[src/rtl/div_sequencer.sv]
// Iterative RV32M DIV/DIVU/REM/REMU unit: 32-step restoring division beside the execute ALU.
// Stalls the pipeline while busy and returns one registered result with a one-cycle valid strobe.
module div_sequencer #(
    parameter int XLEN       = 32,
    parameter int STEP_CNT_W = 6
) (
    input  logic            clk,
    input  logic            reset,
    input  logic            i_start,
    input  logic [2:0]      i_funct3,
    input  logic [XLEN-1:0] i_data_1,
    input  logic [XLEN-1:0] i_data_2,
    input  logic            i_kill,
    output logic            o_busy,
    output logic            o_stall,
    output logic            o_valid,
    output logic [XLEN-1:0] o_result
);

    typedef enum logic [1:0] {
        IDLE = 2'd0,
        CALC = 2'd1,
        FIN  = 2'd2
    } state_t;

    localparam logic [XLEN-1:0]       ZERO      = {XLEN{1'b0}};
    localparam logic [XLEN-1:0]       ALL_ONES  = {XLEN{1'b1}};
    localparam logic [XLEN-1:0]       MIN_NEG   = {1'b1, {(XLEN-1){1'b0}}};
    localparam logic [STEP_CNT_W-1:0] CNT_ZERO  = {STEP_CNT_W{1'b0}};
    localparam logic [STEP_CNT_W-1:0] CNT_ONE   = {{(STEP_CNT_W-1){1'b0}}, 1'b1};
    localparam logic [STEP_CNT_W-1:0] LAST_STEP = STEP_CNT_W'(XLEN-1);

    state_t                state_q;
    logic [STEP_CNT_W-1:0] cnt_q;
    logic [XLEN-1:0]       rem_q;
    logic [XLEN-1:0]       quo_q;
    logic [XLEN-1:0]       div_q;
    logic                  rem_sel_q;
    logic                  neg_quo_q;
    logic                  neg_rem_q;
    logic                  special_q;
    logic                  valid_q;
    logic [XLEN-1:0]       result_q;

    logic                  is_signed_s;
    logic                  a_neg_s;
    logic                  b_neg_s;
    logic [XLEN-1:0]       a_mag_s;
    logic [XLEN-1:0]       b_mag_s;
    logic                  div_zero_s;
    logic                  overflow_s;
    logic                  accept_s;
    logic [XLEN:0]         shifted_s;
    logic [XLEN:0]         diff_s;
    logic [XLEN-1:0]       rem_d;
    logic [XLEN-1:0]       quo_d;
    logic [XLEN-1:0]       result_d;

    assign is_signed_s = ~i_funct3[0];
    assign a_neg_s     = is_signed_s & i_data_1[XLEN-1];
    assign b_neg_s     = is_signed_s & i_data_2[XLEN-1];
    assign a_mag_s     = a_neg_s ? (ZERO - i_data_1) : i_data_1;
    assign b_mag_s     = b_neg_s ? (ZERO - i_data_2) : i_data_2;
    assign div_zero_s  = (i_data_2 == ZERO);
    assign overflow_s  = is_signed_s & (i_data_1 == MIN_NEG) & (i_data_2 == ALL_ONES);
    assign accept_s    = (state_q == IDLE) & i_start & i_funct3[2] & ~i_kill;

    assign o_busy   = (state_q == CALC) | (state_q == FIN);
    assign o_stall  = accept_s | o_busy;
    assign o_valid  = valid_q;
    assign o_result = result_q;

    // One restoring step on {rem,quo} plus the final sign fixup / result select.
    always_comb begin
        shifted_s = {rem_q, quo_q[XLEN-1]};
        diff_s    = shifted_s - {1'b0, div_q};
        rem_d     = shifted_s[XLEN-1:0];
        quo_d     = {quo_q[XLEN-2:0], 1'b0};
        if (!diff_s[XLEN]) begin
            rem_d = diff_s[XLEN-1:0];
            quo_d = {quo_q[XLEN-2:0], 1'b1};
        end else begin
            rem_d = shifted_s[XLEN-1:0];
        end
        if (rem_sel_q) begin
            result_d = neg_rem_q ? (ZERO - rem_q) : rem_q;
        end else begin
            result_d = neg_quo_q ? (ZERO - quo_q) : quo_q;
        end
    end

    // Sequencer FSM with all datapath registers and the registered result.
    always_ff @(posedge clk) begin
        if (reset) begin
            state_q   <= IDLE;
            cnt_q     <= CNT_ZERO;
            rem_q     <= ZERO;
            quo_q     <= ZERO;
            div_q     <= ZERO;
            rem_sel_q <= 1'b0;
            neg_quo_q <= 1'b0;
            neg_rem_q <= 1'b0;
            special_q <= 1'b0;
            valid_q   <= 1'b0;
            result_q  <= ZERO;
        end else begin
            valid_q <= 1'b0;
            case (state_q)
                IDLE: begin
                    if (accept_s) begin
                        rem_sel_q <= i_funct3[1];
                        cnt_q     <= CNT_ZERO;
                        div_q     <= b_mag_s;
                        state_q   <= CALC;
                        // Special cases preload the final answer and skip iteration via one CALC pass.
                        if (div_zero_s) begin
                            special_q <= 1'b1;
                            quo_q     <= ALL_ONES;
                            rem_q     <= i_data_1;
                            neg_quo_q <= 1'b0;
                            neg_rem_q <= 1'b0;
                        end else if (overflow_s) begin
                            special_q <= 1'b1;
                            quo_q     <= MIN_NEG;
                            rem_q     <= ZERO;
                            neg_quo_q <= 1'b0;
                            neg_rem_q <= 1'b0;
                        end else begin
                            special_q <= 1'b0;
                            quo_q     <= a_mag_s;
                            rem_q     <= ZERO;
                            neg_quo_q <= a_neg_s ^ b_neg_s;
                            neg_rem_q <= a_neg_s;
                        end
                    end else begin
                        state_q <= IDLE;
                    end
                end
                CALC: begin
                    if (i_kill) begin
                        state_q <= IDLE;
                    end else if (special_q) begin
                        state_q <= FIN;
                    end else begin
                        rem_q <= rem_d;
                        quo_q <= quo_d;
                        cnt_q <= cnt_q + CNT_ONE;
                        if (cnt_q == LAST_STEP) begin
                            state_q <= FIN;
                        end else begin
                            state_q <= CALC;
                        end
                    end
                end
                FIN: begin
                    state_q <= IDLE;
                    if (!i_kill) begin
                        result_q <= result_d;
                        valid_q  <= 1'b1;
                    end else begin
                        result_q <= result_q;
                    end
                end
                default: begin
                    state_q <= IDLE;
                end
            endcase
        end
    end

endmodule
[config.mk]
export PLATFORM = sky130hd
export DESIGN_NAME = div_sequencer
export DESIGN_NICKNAME = d
export VERILOG_FILES = /design/src/rtl/div_sequencer.sv
export SDC_FILE = /design/constraint.sdc
export NUM_CORES = 1
export LEC_CHECK = 0
export ABC_CLOCK_PERIOD_IN_PS = 3300
export CAP_MARGIN = 25
export CORE_MARGIN = 2
export CORE_UTILIZATION = 27
export CTS_BUF_LIST = sky130_fd_sc_hd__clkbuf_8
export CTS_CLUSTER_DIAMETER = 100
export DETAILED_ROUTE_END_ITERATION = 7
export GPL_TIMING_DRIVEN = 0
export PLACE_DENSITY = 0.54
export SYNTH_ARGS = -nofsm -noshare
export SYNTH_HDL_FRONTEND = slang
export SYNTH_SLANG_ARGS = --single-unit
[constraint.sdc]
create_clock -name clk -period 3.3 [get_ports clk]
set_input_delay 0.66 -clock clk [delete_from_list [all_inputs] [get_ports clk]]
set_output_delay 0.66 -clock clk [all_outputs]
set_load 0.03 [all_outputs]
==> results.cfg <==
[critical_path]
reg2regPathDepth = 11
rrSetupSlack_ns = 0.08
crit_path_end_kind = flip-flop
cp_max_fo = 10
crit_required_ns = 3.68
start_kind = input port
r2r-start = rem_q[4]
reg2reg_to = rem_q[4]
cp.arrival_ns = 3.64
critPathKind = input port to flip-flop

[outcome]
status = finished clean

[logic_synthesis]
synth_warnings = 0
ys_async_sr_fraction_pct = 0
synth-edff-count = 0
yosysSeqAreaShare_pct = 26.25
synth-seq-cells = 141
synth.distinct_cells = 65
syn_nets = 1544
avgSynthCellArea_um2 = 7.514
synth_area_um2 = 10750
netlist_instances = 1431
ys.flop_type = dfxtp_1

[sta]
setup_ws_ns = 0.04170
fin_hold_ws_ns = 0.4583
final_hold_viol_count = 0
rsz0062_at_grt = yes
period_minus_slack_ns = 3.258
period_share_pct = 98.74
finalSetupViolCount = 0
tightest_slew_ns = 0.9580
fin_skew_ns = 0.02129
drv_slew = 0
max_freq_mhz = 306.9
setup_tns_ns = 0
slew_headroom_pct = 36.13

[min_path]
hp-class = flip-flop to flip-flop
holdPathEnd = o_result[30]
hp-start = o_result[30]
min_path_cells = 2

[routing]
drt_iter0_markers = 1159
wl_per_cell_um = 21.27
num_vias = 11660
drt-total-wl_um = 44600
drc = 0
avgViaCountPerCell = 5.560
first_pass_iters = 6
ant_nets = 0

[power_and_ir_drop]
power.density_nw_per_um2 = 379.4
p_leak_nw = 4.702
power.total_mw = 5.053
peakVddDrop_v = 0.0002211

[final_layout]
final_cells = 2097
layout_commonest_cell = nor2_1
final_cell_mix = nor2_1, a21oi_1, nand2_1, dfxtp_1, clkdlybuf4s50_1
drive_above_1_share_pct = 11.08
post-route-util_pct = 33.67
final_nets = 1671
syn_to_final_growth_pct = 23.85
design_area_um2 = 13320

[place]
hpwl_um = 35130
routabilityCongestion = 0.9005
dpl-instance-area_um2 = 12440
dp_cells = 2059
io_buffers = 101
pre_cts_ws_ns = -1.474

[clock_tree]
cts_buffer_depth = 2
cts.sinks = 141
path_clk_slew_ns = 0.09
cts-hold-fix-buffers = 0
insertion_delay_ns = 0.47
cts_buffers = 17
cts_tree = yes
htreeDepth = 4
cts_root_buf = clkbuf_8

[global_route]
antenna_found_initial = 1
grt_max_degree = 17
grt_pass1_vias = 11070
grt_overflow = 0
grt_pass1_wl_um = 67740
grtUsageTotal_pct = 21.27

[floorplanning]
die_w_um = 203.6
die-area_um2 = 41440
start_util_pct = 27.19
row_count = 73
core_area_um2 = 39550
io_pins = 106
die_y_um = 203.6

[run]
max_cap_violations = 0
## cell usage after synthesis, types with 10 or more instances
library cell,number,area (µm²)
a211oi_1,38,285.3
a21o_1,17,127.6
a21oi_1,140,700.7
a221oi_1,39,341.6
a31oi_1,13,81.33
clkbuf_1,83,311.6
dfxtp_1,141,2823
ha_1,41,513.0
inv_1,67,251.5
mux2_2,19,214.0
mux2i_1,11,110.1
nand2_1,135,506.7
nand2b_1,14,87.58
nand3_1,22,110.1
nand4_1,19,118.9
nor2_1,141,529.3
nor3_1,50,250.2
nor4_1,14,87.58
o211ai_1,46,345.3
o21ai_0,63,315.3
o31ai_1,31,232.7
o41ai_1,14,122.6
or3_1,17,106.4
or4_1,10,75.07
xnor2_1,75,656.9
xor2_1,64,560.5
## cell type report
type / instances / area, µm²
repair buffers: 118 / 1132
plain buffers: 89 / 446.7
fillers: 4210 / 26230
flip-flops and latches: 141 / 2849
clock buffers: 19 / 261.5
inverters: 67 / 251.5
multi-input cells: 1124 / 7599
diodes: 1 / 2.502
well taps: 525 / 656.9
clock inverters: 13 / 118.9
## repair_timing
action	CTS	global route
pin swaps	7	13
buffers inserted	7	7
endpoints found under the setup margin	71	62
gates resized for setup	62	68
cloned	1	0
## sequential cells by signal (all words and copies together), names as in the netlist, 2 cells and up
name / cells
state_q: 2
quo_q: 32
o_result: 32
div_q: 32
rem_q: 32
cnt_q: 6
## cells by family after synthesis
logic type      Yosys count  synth area share (%)
simple gates            465                 20.51
flops                   141                 26.25
xor+xnor                139                 11.32
buf+inv                 166                 6.423
fa+ha+maj                42                 4.957
compound gates          448                 27.52
mux                      30                 3.014
## routing by layer
layer	global-route usage (%)	part of all wire [%]	up-vias
met5	0	0	-
met4	5.318	2.0	0
met3	2.685	7.3	50
met2	34.01	44	476
met1	30.15	46	5653
li1	-	-	5481
## worst max-delay path by stage
| stage | start | end | slack (ns) | cells after the start |
|---|---|---|---|---|
| floorplan | quo_q[31] | rem_q[21] | 0.11 | 13 |
| global placement | i_data_2[18] | quo_q[29] | -1.49 | 9 |
| detailed placement | i_data_2[18] | quo_q[9] | -1.47 | 9 |
| CTS | i_data_1[13] | neg_rem_q | 0.0006 | 9 |
| global route | div_q[18] | rem_q[27] | -0.02 | 11 |
| finish | i_data_2[18] | quo_q[31] | 0.04 | 11 |
## critical path, cell delays in order
cell and delay [ns]:
clkbuf_2 0.16, or4_4 0.58, or4_4 0.53, nor4_4 0.36
nand2_2 0.15, nor3_4 0.32, buf_6 0.21, nor2_2 0.15
nand3b_1 0.19, o211ai_1 0.13, a21oi_1 0.18
## power breakdown
group          internal, mW  switching (mW)
registers              1.76          0.0887
logic                 0.737            1.04
clock network         0.590           0.833
Power figures use the tool's default switching activity.
